--- config.mk ---
export PLATFORM = sky130hd
export DESIGN_NAME = status_array_regs_flat
export DESIGN_NICKNAME = d
export VERILOG_FILES = /design/src/rtl/status_array_pkg.sv /design/src/rtl/status_array_regs_if.sv /design/src/rtl/status_channel.sv /design/src/rtl/status_array_regs.sv /design/src/flat_wrapper.sv
export SDC_FILE = /design/constraint.sdc
export NUM_CORES = 1
export LEC_CHECK = 0
export ABC_AREA = 1
export CORE_MARGIN = 2
export CORE_UTILIZATION = 52
export DETAILED_ROUTE_END_ITERATION = 10
export PLACE_DENSITY = 0.84
export SYNTH_ARGS = -nofsm -noshare
export SYNTH_HDL_FRONTEND = slang
export SYNTH_HIERARCHICAL = 1
export SYNTH_SLANG_ARGS = --single-unit
--- constraint.sdc ---
create_clock -name clk_i -period 3.85 [get_ports clk_i]
set_input_delay 0.5775 -clock clk_i [delete_from_list [all_inputs] [get_ports clk_i]]
set_output_delay 0.5775 -clock clk_i [all_outputs]
set_load 0.005 [all_outputs]
--- src/rtl/status_array_pkg.sv ---
`default_nettype none
// ============================================================================
// Module : status_array_pkg
// Brief  : Shared types and field layout for the status register array.
//          Channel state encoding, word field offsets, channel stride and a
//          helper returning a channel's byte address.
// Rev    : 1.0  initial release
// ============================================================================
package status_array_pkg;

  typedef enum logic [0:0] {
    IDLE = 1'd0,
    BUSY = 1'd1
  } state_e;

  // Each channel occupies one 32-bit word.
  localparam int unsigned STATUS_STRIDE = 4;

  // Field positions inside a channel word.
  localparam int unsigned STATE_BIT  = 0;
  localparam int unsigned DONE_BIT   = 1;
  localparam int unsigned IRQ_EN_BIT = 2;
  localparam int unsigned CNT_LSB    = 8;

  // Byte address of channel idx given the array base address.
  function automatic logic [63:0] chan_addr(input logic [63:0] base, input int unsigned idx);
    return base + (64'(idx) * 64'(STATUS_STRIDE));
  endfunction

endpackage
`default_nettype wire

--- src/rtl/status_array_regs_if.sv ---
`default_nettype none
// ============================================================================
// Module : status_array_regs_if
// Brief  : req/gnt/rvalid register bus.
//          master drives req, addr, we, wdata, be;
//          slave drives gnt, rvalid, rdata, err (err qualified by rvalid).
// Rev    : 1.0  initial release
// ============================================================================
interface status_array_regs_if #(
  parameter int unsigned ADDR_WIDTH = 64
);
  logic                  req;
  logic [ADDR_WIDTH-1:0] addr;
  logic                  we;
  logic [31:0]           wdata;
  logic [3:0]            be;
  logic                  gnt;
  logic                  rvalid;
  logic [31:0]           rdata;
  logic                  err;

  modport master (
    output req, addr, we, wdata, be,
    input  gnt, rvalid, rdata, err
  );

  modport slave (
    input  req, addr, we, wdata, be,
    output gnt, rvalid, rdata, err
  );
endinterface
`default_nettype wire

--- src/rtl/status_channel.sv ---
`default_nettype none
// ============================================================================
// Module : status_channel
// Brief  : One status channel: IDLE/BUSY state machine, saturating busy-cycle
//          counter, sticky done flag and interrupt enable flop.
// Ports  : clk_i, rst_i (async, active-high)
//          hw_start, hw_done      hardware pulses
//          done_clr               software W1C of done
//          irq_en_we/irq_en_wdata software write of irq_en
//          state, done, irq_en, busy_cnt   current channel status
// Rev    : 1.0  initial release
// ============================================================================
module status_channel
  import status_array_pkg::*;
#(
  parameter int unsigned CNT_WIDTH = 24
) (
  input  logic                 clk_i,
  input  logic                 rst_i,
  input  logic                 hw_start,
  input  logic                 hw_done,
  input  logic                 done_clr,
  input  logic                 irq_en_we,
  input  logic                 irq_en_wdata,
  output state_e               state,
  output logic                 done,
  output logic                 irq_en,
  output logic [CNT_WIDTH-1:0] busy_cnt
);

  always_ff @(posedge clk_i or posedge rst_i) begin
    if (rst_i) begin
      state    <= IDLE;
      busy_cnt <= '0;
      done     <= 1'b0;
      irq_en   <= 1'b0;
    end else begin
      if (irq_en_we) begin
        irq_en <= irq_en_wdata;
      end

      case (state)
        IDLE: begin
          // done in IDLE is ignored, so start alone decides the transition.
          if (hw_start) begin
            state    <= BUSY;
            busy_cnt <= '0;
          end
        end
        BUSY: begin
          // start while BUSY is ignored; the counter keeps running.
          if (hw_done) begin
            state <= IDLE;
          end
          if (busy_cnt != {CNT_WIDTH{1'b1}}) begin
            busy_cnt <= busy_cnt + 1'b1;
          end
        end
        default: state <= IDLE;
      endcase

      // Hardware completion outranks a coincident software clear.
      if (state == BUSY && hw_done) begin
        done <= 1'b1;
      end else if (done_clr) begin
        done <= 1'b0;
      end
    end
  end

endmodule
`default_nettype wire

--- src/rtl/status_array_regs.sv ---
`default_nettype none
// ============================================================================
// Module : status_array_regs
// Brief  : Register block exposing NUM_STATUS status channels on a
//          req/gnt/rvalid bus at BASE_ADDR, one 32-bit word per channel:
//          [0] state RO, [1] done W1C, [2] irq_en RW,
//          [8 +: CNT_WIDTH] busy_cnt RO, all other bits read as zero.
// Ports  : clk_i, rst_i (async, active-high)
//          bus          slave side of status_array_regs_if
//          hw_start_i   per-channel start pulses
//          hw_done_i    per-channel done pulses
//          state_o      per-channel state (1 = BUSY)
//          irq_o        OR of done & irq_en over all channels
// Rev    : 1.0  initial release
// ============================================================================
module status_array_regs
  import status_array_pkg::*;
#(
  parameter int unsigned NUM_STATUS = 2,
  parameter logic [63:0] BASE_ADDR  = 64'h0,
  parameter logic [63:0] STRIDE     = 64'h4,
  parameter int unsigned ADDR_WIDTH = 64,
  parameter int unsigned CNT_WIDTH  = 24
) (
  input  logic                  clk_i,
  input  logic                  rst_i,
  status_array_regs_if.slave    bus,
  input  logic [NUM_STATUS-1:0] hw_start_i,
  input  logic [NUM_STATUS-1:0] hw_done_i,
  output logic [NUM_STATUS-1:0] state_o,
  output logic                  irq_o
);

  localparam int unsigned           IDX_W = (NUM_STATUS > 1) ? $clog2(NUM_STATUS) : 1;
  localparam logic [ADDR_WIDTH-1:0] BASE  = BASE_ADDR[ADDR_WIDTH-1:0];
  localparam logic [ADDR_WIDTH-1:0] SPAN  = ADDR_WIDTH'(64'(NUM_STATUS) * STRIDE);

  function automatic logic [31:0] pack_word(input logic st, input logic dn, input logic ie,
                                            input logic [CNT_WIDTH-1:0] cnt);
    logic [31:0] w;
    w                      = '0;
    w[STATE_BIT]           = st;
    w[DONE_BIT]            = dn;
    w[IRQ_EN_BIT]          = ie;
    w[CNT_LSB +: CNT_WIDTH] = cnt;
    return w;
  endfunction

  // --------------------------------------------------------------------------
  // Address decode. The extra MSB of the subtraction is the borrow, which
  // flags addresses below BASE without a separate magnitude compare.
  // --------------------------------------------------------------------------
  logic [ADDR_WIDTH:0]   diff;
  logic [ADDR_WIDTH-1:0] off;
  logic                  below;
  logic                  hit;
  logic [IDX_W-1:0]      idx;
  logic                  wr_sel;

  assign diff   = {1'b0, bus.addr} - {1'b0, BASE};
  assign below  = diff[ADDR_WIDTH];
  assign off    = diff[ADDR_WIDTH-1:0];
  assign hit    = !below && (off < SPAN) && (off[1:0] == 2'b00);
  assign idx    = off[IDX_W+1:2];
  // Only byte 0 carries writable fields.
  assign wr_sel = bus.req && bus.we && hit && bus.be[0];

  // --------------------------------------------------------------------------
  // Channels
  // --------------------------------------------------------------------------
  state_e               ch_state [NUM_STATUS];
  logic                 ch_done  [NUM_STATUS];
  logic                 ch_irqen [NUM_STATUS];
  logic [CNT_WIDTH-1:0] ch_cnt   [NUM_STATUS];
  logic [31:0]          words    [NUM_STATUS];
  logic [NUM_STATUS-1:0] irq_vec;

  for (genvar i = 0; i < NUM_STATUS; i++) begin : g_chan
    logic sel;
    assign sel = wr_sel && (idx == IDX_W'(i));

    status_channel #(
      .CNT_WIDTH (CNT_WIDTH)
    ) u_chan (
      .clk_i        (clk_i),
      .rst_i        (rst_i),
      .hw_start     (hw_start_i[i]),
      .hw_done      (hw_done_i[i]),
      .done_clr     (sel && bus.wdata[DONE_BIT]),
      .irq_en_we    (sel),
      .irq_en_wdata (bus.wdata[IRQ_EN_BIT]),
      .state        (ch_state[i]),
      .done         (ch_done[i]),
      .irq_en       (ch_irqen[i]),
      .busy_cnt     (ch_cnt[i])
    );

    assign state_o[i] = (ch_state[i] == BUSY);
    assign irq_vec[i] = ch_done[i] & ch_irqen[i];
    assign words[i]   = pack_word(state_o[i], ch_done[i], ch_irqen[i], ch_cnt[i]);
  end

  assign irq_o = |irq_vec;

  // --------------------------------------------------------------------------
  // Read mux: reflects values before this cycle's updates take effect.
  // --------------------------------------------------------------------------
  logic [31:0] rd_word;

  always_comb begin
    rd_word = '0;
    for (int i = 0; i < NUM_STATUS; i++) begin
      if (idx == IDX_W'(i)) begin
        rd_word = words[i];
      end
    end
  end

  // --------------------------------------------------------------------------
  // Response register: one rvalid cycle per granted request.
  // --------------------------------------------------------------------------
  logic        rsp_valid;
  logic [31:0] rsp_data;
  logic        rsp_err;

  always_ff @(posedge clk_i or posedge rst_i) begin
    if (rst_i) begin
      rsp_valid <= 1'b0;
      rsp_data  <= '0;
      rsp_err   <= 1'b0;
    end else begin
      rsp_valid <= bus.req;
      rsp_err   <= bus.req && !hit;
      rsp_data  <= (bus.req && !bus.we && hit) ? rd_word : '0;
    end
  end

  assign bus.gnt    = bus.req;
  assign bus.rvalid = rsp_valid;
  assign bus.rdata  = rsp_data;
  assign bus.err    = rsp_err;

  // Bits with no register behind them.
  logic unused_bits;
  assign unused_bits = ^{bus.wdata[31:3], bus.wdata[0], bus.be[3:1]};

endmodule
`default_nettype wire

--- src/flat_wrapper.sv ---
// flat-port wrapper written by rule: the top's interface ports become plain ports
module status_array_regs_flat import status_array_pkg::*;
#(
  parameter int unsigned NUM_STATUS = 2,
  parameter logic [63:0] BASE_ADDR  = 64'h0,
  parameter logic [63:0] STRIDE     = 64'h4,
  parameter int unsigned ADDR_WIDTH = 64,
  parameter int unsigned CNT_WIDTH  = 24
)
  (clk_i, rst_i, hw_start_i, hw_done_i, state_o, irq_o, bus_req, bus_addr, bus_we, bus_wdata, bus_be, bus_gnt, bus_rvalid, bus_rdata, bus_err);
  status_array_regs_if #(.ADDR_WIDTH(ADDR_WIDTH)) bus_i ();
  input  logic clk_i;
  input  logic rst_i;
  input  logic [NUM_STATUS-1:0] hw_start_i;
  input  logic [NUM_STATUS-1:0] hw_done_i;
  output logic [NUM_STATUS-1:0] state_o;
  output logic irq_o;
  input wire logic [$bits(bus_i.req)-1:0] bus_req;
  input wire logic [$bits(bus_i.addr)-1:0] bus_addr;
  input wire logic [$bits(bus_i.we)-1:0] bus_we;
  input wire logic [$bits(bus_i.wdata)-1:0] bus_wdata;
  input wire logic [$bits(bus_i.be)-1:0] bus_be;
  output wire logic [$bits(bus_i.gnt)-1:0] bus_gnt;
  output wire logic [$bits(bus_i.rvalid)-1:0] bus_rvalid;
  output wire logic [$bits(bus_i.rdata)-1:0] bus_rdata;
  output wire logic [$bits(bus_i.err)-1:0] bus_err;
  assign bus_i.req = bus_req;
  assign bus_i.addr = bus_addr;
  assign bus_i.we = bus_we;
  assign bus_i.wdata = bus_wdata;
  assign bus_i.be = bus_be;
  assign bus_gnt = bus_i.gnt;
  assign bus_rvalid = bus_i.rvalid;
  assign bus_rdata = bus_i.rdata;
  assign bus_err = bus_i.err;
  status_array_regs #(.NUM_STATUS(NUM_STATUS), .BASE_ADDR(BASE_ADDR), .STRIDE(STRIDE), .ADDR_WIDTH(ADDR_WIDTH), .CNT_WIDTH(CNT_WIDTH)) u_core (.clk_i(clk_i), .rst_i(rst_i), .bus(bus_i), .hw_start_i(hw_start_i), .hw_done_i(hw_done_i), .state_o(state_o), .irq_o(irq_o));
endmodule
## After elaboration in Yosys (flattened, before gate mapping)

Cells that the tools add are included.

| storage, ports and cells | value |
|---|---|
| register bits after elaboration | 88 |
| input port bits | 108 |
| output and inout port bits | 38 |

| operators by class | value |
|---|---|
| add/subtract/negate cells | 2 |
| $lt $le $gt $ge | 1 |
| equal/unequal tests | 6 |
| multiplexer cells | 18 |
| bitwise operators | 5 |
| reductions and logical operators | 21 |

Operators by type and width:

| operator | number |
|---|---|
| $mux 24 | 4 |
| $pmux 24 s2 | 2 |
| $lt 64x4->1 const B | 1 |
| $mux 32 | 2 |
| $add 24x1->24 const B | 2 |
| $ne 24x24->1 const B | 2 |
| $logic_and 1x1->1 | 13 |
| $mux 1 | 8 |
| $ne 2x1->1 const B | 2 |
| $ne 2x2->1 const B | 2 |
| $pmux 1 s2 | 2 |
| $reduce_and 2->1 | 2 |
| $reduce_bool 2->1 | 2 |
| $not 1->1 | 3 |
| $and 1x1->1 | 2 |
| $logic_not 1->1 | 2 |
| $logic_not 2->1 | 1 |
| $reduce_or 2->1 | 1 |

## Logic depth before layout (Yosys ltp)

Gate-level depths: netlist (run 1).

| depth | value |
|---|---|
| depth in word-level cells | 8 |
| mapped depth | 11 |
| gate-level depth less buffers | 10 |

## By module

Netlist (run 1), hierarchy kept.

Modules (own cells, without submodules):

| module | instances | cells an instance | area an instance (um2) |
|---|---|---|---|
| status_channel | 2 | 241 | 1,745.4 |
| status_array_regs | 1 | 205 | 1,551.5 |

## Worst setup path before layout (run 1)

Ideal clock, no wire load.

| timing | value |
|---|---|
| path type | input port to flip-flop |
| start | in bus_addr[8] |
| end | reg u_core.g_chan[1].u_chan.irq_en |
| arrival | 1,563 ps |
| required time | 3,725 ps |
| setup slack | 2,162 ps |
| stages on the path | 8 |
| cell sequence | nor2_1 nand2_1 nor2_1 nand2_1 nor2_2 nand4_1 inv_1 mux2_2 |

| on the way | value |
|---|---|
| longest elaborated chain between the ends | 5 |

Ends and longest elaborated chain:

| item | line | RTL |
|---|---|---|
| from (decl) | flat_wrapper.sv:19 | `input wire logic [$bits(bus_i.addr)-1:0] bus_addr;` |
| $lt 64x4->1 | status_array_regs.sv:63 | `assign hit = !below && (off < SPAN) && (off[1:0] == 2'b00);` |
| $logic_and 1x1->1 | status_array_regs.sv:63 |  |
| $logic_and 1x1->1 (2 in series) | status_array_regs.sv:66 | `assign wr_sel = bus.req && bus.we && hit && bus.be[0];` |
| $logic_and 1x1->1 | status_array_regs.sv:80 | `assign sel = wr_sel && (idx == IDX_W'(i));` |
| net u_core.g_chan[1].sel | status_array_regs.sv:79 | `logic sel;` |
| to (signal assigned) | status_channel.sv:39 | `irq_en <= irq_en_wdata;` |
| to (decl) | status_channel.sv:27 | `output logic irq_en,` |

The timed path passes the listed nets, and every way through them passes these cells.
A chain may end at the register's enable or synchronous reset.

## Worst setup path in the final report (run 1)

| timing | value |
|---|---|
| start | reg u_core.g_chan[0].u_chan.state |
| end | reg u_core.g_chan[0].u_chan.busy_cnt[9] |

| on the way | value |
|---|---|
| longest elaborated chain between the ends | 3 |
| elaborated cells on any way between the ends | 5 |

Ends and longest elaborated chain:

| item | line | RTL |
|---|---|---|
| from (decl) | status_channel.sv:25 | `output state_e state,` |
| from (signal assigned) | status_channel.sv:33 | `state <= IDLE;` |
| from (signal assigned) | status_channel.sv:46 | `state <= BUSY;` |
| from (signal assigned) | status_channel.sv:53 | `state <= IDLE;` |
| $not 1->1 | n/a |  |
| $ne 2x2->1 (no source line) | n/a |  |
| $reduce_and 2->1 (no source line) | n/a |  |
| to (signal assigned) | status_channel.sv:56 | `busy_cnt <= busy_cnt + 1'b1;` |
| to (decl) | status_channel.sv:28 | `output logic [CNT_WIDTH-1:0] busy_cnt` |

Several ways; a longest one is shown, not always the timed one.

==> results.txt, run 1 <==
Max-slew headroom: 21.2%
Area Overhead vs Synth: 25.9%
top area cells in the synthesized netlist: dfrtp_1, nand2_1, nand3_1, nor2_1, inv_1
PwrDens: 304 nW/um^2
CTS Hold Buffers Added: 0
adder-cell share of the synthesized area: 0.496%
Starting Density: 54.1%
Core Util, Final: 68.1%
Crit Path Category: flip-flop to flip-flop
Comb power frac: 16.2%
drc violations: 0
vias in the first global route: 4,829
CP required: 4.12 ns
post-synthesis mux area share: 0.447%
Fmax: 370 MHz
full die area: 10,500 um^2
RD Place Congestion: 0.909
CTS tree: yes
largest net degree at the start of global routing: 28
nets@finish: 897
Syn. warnings: 6
unrepaired setup endpoints after global routing: false
Crit. End Element: flip-flop
HP Class: flip-flop to flip-flop
Netlist cell types: 31
final setup fails: 0
first-pass GRT wire length: 22,300 um
critical path launch point type: flip-flop
CTS Sinks: 83
Post-synth top cells: nand2_1, nor2_1, dfrtp_1, nand3_1, inv_1
cell taking the most area after synthesis: dfrtp_1
CTS buffer count: 9
max_cap viols: 0
layout cells sized above 1: 11.1%
xor/xnor share of the synthesized area: 0.695%
internal power: 1.35 mW
Syn Area/Cell: 7.34 um^2
register bit total from synthesis: 83
count leader, synth: nand2_1
Post-synth top flop: dfrtp_1
clk root buf: clkbuf_8
wire per inst: 15.1 um
H-tree depth: 3
largest family of logic cells by synthesized area: simple AND/OR/NAND/NOR gates
1st-pass router iterations: 5
max-slew violation count: 0
P_sw: 0.585 mW
clk slew on worst S/H paths: 0.10 ns
core area: 9330 um^2
Final min period: 2.70 ns
total track usage: 27.2%
WHS: 0.540 ns
Port Buffers: 107
Worst-Skew Late Latency: 0.37 ns
post-synthesis simple-gate area fraction: 39.1%
final WL: 13,900 um
Lkg Pwr: 2.69 nW
area of the mapped netlist: 5040 um^2
placed cells: 905
die width: 102 um
CTS Buffer Depth: 2
antenna cells: 0
FFs w/ async S/R, synth: 100%
total power: 1.93 mW
switching share of total power: 30.3%
Detail Placement HPWL: 9980 um
post-CTS setup buffers: 0
worst-path fanout max: 23
die span in y: 102 um
initial antenna violation count: 0
sequential fraction of the synthesis area: 41.2%
Synth Area in Compound Gates: 10.1%
clock skew: 0.0117 ns
GRT overflow: 0
Row Count: 35
Synth Instances: 687
total negative slack: 0 ns
1st-iter DRT viols: 369
Clk network pwr share: 34.3%
routed vias/inst: 5.45
share of total power in sequential cells: 49.5%
status: completed
post-layout instance count excluding filler cells: 921
endpoints failing hold: 0
# IOs: 146
ANT nets after route: 0
fin crit share: 70.2%
CP arrival: 2.98 ns
top-area cell type share of the netlist area: 41.2%
Slew @ Worst Pin: 1.18 ns
Via Count: 5,023
CTS resizes: 0
VDD IR-drop max: 0.173 mV
EDFF count, synth: 0
==> kinds of logic after synthesis <==
kind of cell             Yosys count
AND/OR/NAND/NOR                  428
buffers and inverters             84
AO/OA/AOI/OAI                     83
flip-flops                        83
XOR/XNOR                           4
adder cells (fa/ha/maj)            2
multiplexers                       2
other                              1
==> sequential cells by signal, indices dropped and copies added (netlist names) <==
| signal | cells |
|---|---|
| u_core/bus.rvalid | 1 |
| u_core/g_chan.u_chan/state | 2 |
| u_core/bus.err | 1 |
| u_core/g_chan.u_chan/done | 2 |
| u_core/bus.rdata | 27 |
| u_core/g_chan.u_chan/irq_en | 2 |
| u_core/g_chan.u_chan/busy_cnt | 48 |
==> metrics by stage <==
step	cell area (um^2)	worst slack, ns
finish	6350	1.15
global route	6350	1.04
CTS	6350	1.22
detailed placement	6140	1.25
global placement	6140	1.33
floorplan	5060	2.16
==> routing by layer <==
layer | GRT usage [%] | wire length (um)
met4 | 11.2 | 405
met1 | 33.3 | 5560
met5 | 0 | 0
met3 | 5.40 | 1280
met2 | 47.1 | 6650
==> worst max-delay path: stages, from the launching register on <==
cell,delay (ns)
dfrtp_1,0.82
inv_1,0.45
nand2_1,0.82
nand2_4,0.27
o21ai_0,0.25
==> power groups by stage <==
stage                     Clock (mW)  Combinational [mW]  Sequential [mW]
final                          0.662               0.314            0.956
after global routing           0.713               0.346            0.964
after CTS                      0.671               0.312            0.955
after floorplan                    0               0.195            0.959
after detailed placement           0               0.311            0.972
after global placement             0               0.303            0.968
==> path summary, 6_finish.rpt <==
kind	startpoint	to	slack, ns	cells past startpoint
hold / removal	u_core/g_chan[0].u_chan/done	u_core/g_chan[0].u_chan/done	0.54	2
min in group asynchronous	rst_i	u_core/bus.rdata[23]	0.63	2
setup / recovery	u_core/g_chan[0].u_chan/state	u_core/g_chan[0].u_chan/busy_cnt[9]	1.15	4
setup reg to reg	u_core/g_chan[0].u_chan/state	u_core/g_chan[0].u_chan/busy_cnt[9]	1.15	4
max in group asynchronous	rst_i	u_core/g_chan[0].u_chan/busy_cnt[2]	2.26	2
hold reg to reg	u_core/g_chan[0].u_chan/done	u_core/g_chan[0].u_chan/done	0.54	2
==> layout by cell type (no fill, tap or decap), types with 9 or more instances in the layout <==
master | netlist | routed
nand2_1 | 194 | 194
clkdlybuf4s50_1 | 0 | 107
nor2_1 | 97 | 97
dfrtp_1 | 83 | 83
nand3_1 | 82 | 82
inv_1 | 54 | 54
a21oi_1 | 30 | 30
o21ai_0 | 25 | 25
a21oi_2 | 18 | 18
nand4_1 | 12 | 12
nand3_2 | 12 | 12
clkbuf_8 | 0 | 9
==> area by class of cell <==
class	instances	area, um^2
Inverter	57	214
Clock buffer	9	124
Tap cell	129	161
Clock inverter	7	81.3
Fill cell	757	2980
Multi-Input combinational cell	524	2580
Sequential cell	83	2080
Timing Repair Buffer	112	1110
(Power assumes the default switching activity.)
==> run 2, diff against run 1 <==
- CORE_UTILIZATION: 52 -> 44
- PLACE_DENSITY: 0.84 -> 0.76
- clock period: 3.85 -> 2.45 ns (I/O delays scaled with it)
==> run 2 against run 1 <==
  * Cell count is 2.4% higher
  * Critical endpoint is now u_core/g_chan[1].u_chan/busy_cnt[9]
  * Worst hold slack worse by 0.083 ns
  * Register-to-register slack worse by 0.70 ns
  * Sequential share of layout area is 1.0 points lower
  * Routed wire length is 3.1% lower
  * Sequential power is 56% higher
  * Critical path depth is 5 higher
  * Die area is 17% higher
  * First-iteration DRC count is 30% lower
  * Final area is 3.2% higher
  * Largest cell class unchanged
  * Highest routed layer unchanged
==> results.txt, run 2 (synthesized netlist as in run 1, its figures left out) <==
placed cells: 927 (+2.4%)
layout cells sized above 1: 11.9% (+0.76 points)
wire per inst: 14.3 um (-5.3%)
commonest non-fill, non-tap cell in the layout: nand2_1
Crit. End Element: flip-flop
total power: 3.49 mW (+81%)
CTS tree: yes
WHS: 0.457 ns (-0.0829 ns)
RD Place Congestion: 0.907 (-0.12%)
H-tree depth: 3 (unchanged)
ANT nets after route: 0 (unchanged)
post-layout instance count excluding filler cells: 943 (+2.4%)
HP Class: primary input to asynchronous set/reset pin
CP Cell Sequence: ha_1 > nand3_1 > inv_2 > nand2_4 > nor2_4 > nand2_4 > nand2_4 > nand2_4 > o21ai_0
largest stage delay on the critical path: 0.44 ns (-0.38 ns)
Crit Path Category: flip-flop to flip-flop
core area: 11,300 um^2 (+21%)
endpoints failing hold: 0 (unchanged)
VDD IR-drop max: 0.362 mV (+110%)
Starting Density: 44.5% (-9.5 points)
Port Buffers: 107 (unchanged)
status: completed
Reg with most FFs: u_core/g_chan.u_chan/busy_cnt
Via Count: 4,915 (-2.2%)
vias in the first global route: 4,703 (-2.6%)
Lkg Pwr: 2.79 nW (+3.5%)
total track usage: 22.3% (-5.0 points)
Max-slew headroom: 65.2% (+44 points)
clk root buf: clkbuf_16
Final min period: 2.00 ns (-0.705 ns)
die span in y: 111 um (+8.4%)
worst-path fanout max: 24 (+4.3%)
FF-to-FF setup slack: 0.45 ns (-0.70 ns)
GRT overflow: 0 (unchanged)
1st-iter DRT viols: 258 (-30%)
CP required: 2.71 ns (-1.41 ns)
final setup fails: 0 (unchanged)
fin worst setup slack: 0.453 ns (-0.695 ns)
max-slew violation count: 0 (unchanged)
Core Util, Final: 57.9% (-10 points)
Fmax: 501 MHz (+35%)
unrepaired setup endpoints after global routing: false
Slew @ Worst Pin: 0.521 ns (-0.659 ns)
clock skew: 0.00667 ns (-0.00504 ns)
Area Overhead vs Synth: 29.9%
full die area: 12,300 um^2 (+17%)
CP arrival: 2.26 ns (-0.72 ns)
commonest non-fill, non-tap cells in the layout: nand2_1, clkdlybuf4s50_1, nor2_1
Detail Placement HPWL: 10000 um (+0.18%)
CP dominant cell by count: nand2_4
drc violations: 0 (unchanged)
CTS Buffer Depth: 2 (unchanged)
final WL: 13,500 um (-3.1%)
max_cap viols: 0 (unchanged)
fin crit share: 81.5% (+11 points)
CTS buffer count: 9 (unchanged)
Post-Place Cell Area: 6220 um^2 (+1.3%)
antenna cells: 0 (unchanged)
pre-CTS setup slack: 0.296 ns (-0.951 ns)
nets@finish: 905 (+0.89%)
die width: 111 um (+8.4%)
fin area: 6550 um^2 (+3.2%)
routed vias/inst: 5.21 (-4.4%)
# IOs: 146 (unchanged)
first-pass GRT wire length: 22,500 um (+1.1%)
CTS Sinks: 83 (unchanged)
Worst-Skew Late Latency: 0.34 ns (-0.03 ns)
1st-pass router iterations: 5 (unchanged)
Largest register FFs: 48 (unchanged)
initial antenna violation count: 0 (unchanged)
PwrDens: 533 nW/um^2 (+75%)
CTS Hold Buffers Added: 0 (unchanged)
post-CTS setup buffers: 0 (unchanged)
CTS resizes: 0 (unchanged)
clk slew on worst S/H paths: 0.06 ns (-0.04 ns)
Row Count: 39 (+11%)
largest net degree at the start of global routing: 30 (+7.1%)
Crit-path slowest cell: dfrtp_1
total negative slack: 0 ns (unchanged)
critical path launch point type: flip-flop
## run 2: cell types whose count changed in the layout (fill, tap and decap cells not counted), moves of 2 or more
cell / before / now
buf_4: 5 / 13
clkbuf_16: 0 / 9
clkbuf_8: 9 / 2
clkinv_4: 2 / 0
inv_6: 3 / 0
## run 2: path summary, 6_finish.rpt
kind / to / cells after the start / startpoint
min: u_core/g_chan[1].u_chan/busy_cnt[21] / 3 / rst_i
min in group clk_i: u_core/g_chan[0].u_chan/irq_en / 1 / u_core/g_chan[0].u_chan/irq_en
max in group asynchronous: u_core/bus.rdata[21] / 3 / rst_i
max reg2reg: u_core/g_chan[1].u_chan/busy_cnt[9] / 9 / u_core/g_chan[1].u_chan/busy_cnt[0]
min reg2reg: u_core/g_chan[0].u_chan/irq_en / 1 / u_core/g_chan[0].u_chan/irq_en
max: u_core/g_chan[1].u_chan/busy_cnt[9] / 9 / u_core/g_chan[1].u_chan/busy_cnt[0]
## run 2: layout make-up
| type | instances | area (um^2) |
|---|---|---|
| fillers | 997 | 4770 |
| clock buffers | 12 | 256 |
| repair buffers | 120 | 1170 |
| flip-flops and latches | 83 | 2080 |
| inverters | 57 | 214 |
| well taps | 143 | 179 |
| multi-input cells | 524 | 2580 |
| clock inverters | 4 | 72.6 |
## run 2: critical path: cells and delay by family (launching register included)
family / cells / cell delay, ns
buffers and inverters: 1 / 0.14
AND/OR/NAND/NOR: 6 / 0.89
AO/OA/AOI/OAI: 1 / 0.20
flip-flops: 1 / 0.44
adder cells (fa/ha/maj): 1 / 0.23
## run 2: metal layers
layer | up-vias | share of wire [%] | routed length (um) | GRT usage, %
met2 | 208 | 47 | 6390 | 38.5
met5 | - | 0 | 0 | 0
met4 | 0 | 2.0 | 271 | 7.82
met3 | 22 | 7.3 | 989 | 3.55
li1 | 2424 | - | - | -
met1 | 2261 | 43 | 5810 | 28.4
## run 2: report_power, final
group | leakage, nW | switching (mW) | internal [mW]
registers | 1.13 | 0.0743 | 1.42
clock network | 0.159 | 0.529 | 0.946
logic | 1.50 | 0.293 | 0.226
==> run 3, diff against run 2 <==
- CORE_UTILIZATION: 44 -> 48
- PLACE_DENSITY: 0.76 -> 0.79
- clock period: 2.45 -> 2 ns (I/O delays scaled with it)
==> run 3 against run 2 <==
  * Via count is 3.4% higher
  * Maximum frequency increased by 9.2%
  * Worst hold slack got worse by 0.11 ns
  * Clock-buffer cell count is 3 lower
  * Combinational power up 30%
  * Critical path type unchanged
  * Highest routed layer unchanged
==> results.txt, run 3 (synthesized netlist as in run 1, its figures left out) <==
status: completed
CTS tree: yes
1st-pass router iterations: 5 (unchanged)
post-CTS setup buffers: 0 (unchanged)
initial antenna violation count: 0 (unchanged)
wire per inst: 14.9 um (+4.4%)
clock skew: 0.0110 ns (+0.00437 ns)
die width: 106 um (-4.1%)
Final min period: 1.83 ns (-0.168 ns)
CTS Buffer Depth: 2 (unchanged)
Starting Density: 49.1% (+4.5 points)
CP required: 2.31 ns (-0.40 ns)
max_cap viols: 0 (unchanged)
die span in y: 106 um (-4.1%)
nets@finish: 917 (+1.3%)
Row Count: 37 (-5.1%)
CP arrival: 2.14 ns (-0.12 ns)
total power: 3.75 mW (+7.4%)
VDD IR-drop max: 0.296 mV (-18%)
full die area: 11,300 um^2 (-8.0%)
Reg with most FFs: u_core/g_chan.u_chan/busy_cnt
fin area: 6520 um^2 (-0.52%)
Fmax: 547 MHz (+9.2%)
first-pass GRT wire length: 22,400 um (-0.71%)
CTS buffer count: 9 (unchanged)
Post-Place Cell Area: 6310 um^2 (+1.5%)
ANT nets after route: 0 (unchanged)
clk root buf: clkbuf_8
endpoints failing hold: 0 (unchanged)
Detail Placement HPWL: 10,400 um (+4.1%)
antenna cells: 0 (unchanged)
drc violations: 0 (unchanged)
Crit Path Category: flip-flop to flip-flop
total track usage: 25.2% (+2.9 points)
H-tree depth: 3 (unchanged)
largest net degree at the start of global routing: 30 (unchanged)
worst r2r src: u_core/g_chan[1].u_chan/busy_cnt[1]
Crit. Startpoint: u_core/g_chan[1].u_chan/busy_cnt[1]
1st-iter DRT viols: 394 (+53%)
vias in the first global route: 4,719 (+0.34%)
CTS Hold Buffers Added: 0 (unchanged)
Largest register FFs: 48 (unchanged)
clk slew on worst S/H paths: 0.09 ns (+0.03 ns)
commonest non-fill, non-tap cell in the layout: nand2_1
Area Overhead vs Synth: 29.2%
Crit. End Element: flip-flop
fin crit share: 91.5% (+10 points)
WHS: 0.347 ns (-0.110 ns)
CTS Sinks: 83 (unchanged)
Worst-Skew Late Latency: 0.37 ns (+0.03 ns)
routed vias/inst: 5.36 (+2.9%)
commonest non-fill, non-tap cells in the layout: nand2_1, clkdlybuf4s50_1, nor2_1
GRT overflow: 0 (unchanged)
PwrDens: 575 nW/um^2 (+8.0%)
RD Place Congestion: 0.911 (+0.35%)
HP Class: primary input to asynchronous set/reset pin
max-slew violation count: 0 (unchanged)
final WL: 14,100 um (+5.0%)
Via Count: 5,084 (+3.4%)
Core Util, Final: 63.4% (+5.5 points)
critical path launch point type: flip-flop
unrepaired setup endpoints after global routing: false
layout cells sized above 1: 13.4% (+1.5 points)
core area: 10,300 um^2 (-9.2%)
Lkg Pwr: 2.79 nW (about the same)
Port Buffers: 107 (unchanged)
worst-path fanout max: 12 (-50%)
# IOs: 146 (unchanged)
final setup fails: 0 (unchanged)
==> run 3: metal layers <==
metal  wire length (um)  global-route usage (%)
met4                465                    11.8
met1               5660                    30.1
met3               1300                    4.97
met2               6710                    43.5
met5                  0                       0
==> run 3: worst max-delay path, cell delays in order, from the launching register on <==
cell     delay (ns)
dfrtp_1        0.42
ha_1           0.24
nand3_1        0.14
inv_2          0.15
nand2_4        0.08
nor2_4         0.16
nand2_4        0.09
nand2_4        0.12
buf_4          0.20
nand3_1        0.09
nand2_1        0.08
==> run 3: final timing paths <==
path	end	slack (ns)	cells after the start
setup / recovery	u_core/g_chan[1].u_chan/busy_cnt[20]	0.17	10
hold / removal	u_core/g_chan[1].u_chan/busy_cnt[21]	0.35	3
setup reg to reg	u_core/g_chan[1].u_chan/busy_cnt[20]	0.17	10
hold reg to reg	u_core/g_chan[1].u_chan/busy_cnt[0]	0.53	1
max in group asynchronous	u_core/g_chan[0].u_chan/busy_cnt[4]	1.34	3
min in group clk_i	u_core/bus.rvalid	0.52	1
==> run 3: cell type report <==
| cell class | instances | area, um^2 |
|---|---|---|
| clock buffers | 9 | 124 |
| inverters | 57 | 214 |
| flip-flops and latches | 83 | 2080 |
| fillers | 853 | 3760 |
| clock inverters | 7 | 76.3 |
| well taps | 136 | 170 |
| multi-input cells | 524 | 2580 |
| repair buffers | 132 | 1270 |
==> run 3: timing repair <==
action,4_1_cts,5_1_grt
gates resized for setup,0,1
setup endpoints to repair,0,4
hold endpoints to repair,0,0
==> run 3: metrics by stage <==
step           setup TNS, ns  cells  worst slack, ns
6_report                   0    948            0.170
5_1_grt                    0    948           0.0249
2_1_floorplan              0    691            0.435
3_3_place_gp               0    932           0.0324
4_1_cts                    0    948            0.175
3_5_place_dp          -0.129    932          -0.0642
==> run 3: report_power, final <==
part	internal, mW	switching [mW]	total, mW
clock	0.585	0.658	1.24
sequential	1.74	0.0928	1.83
combinational	0.300	0.375	0.674
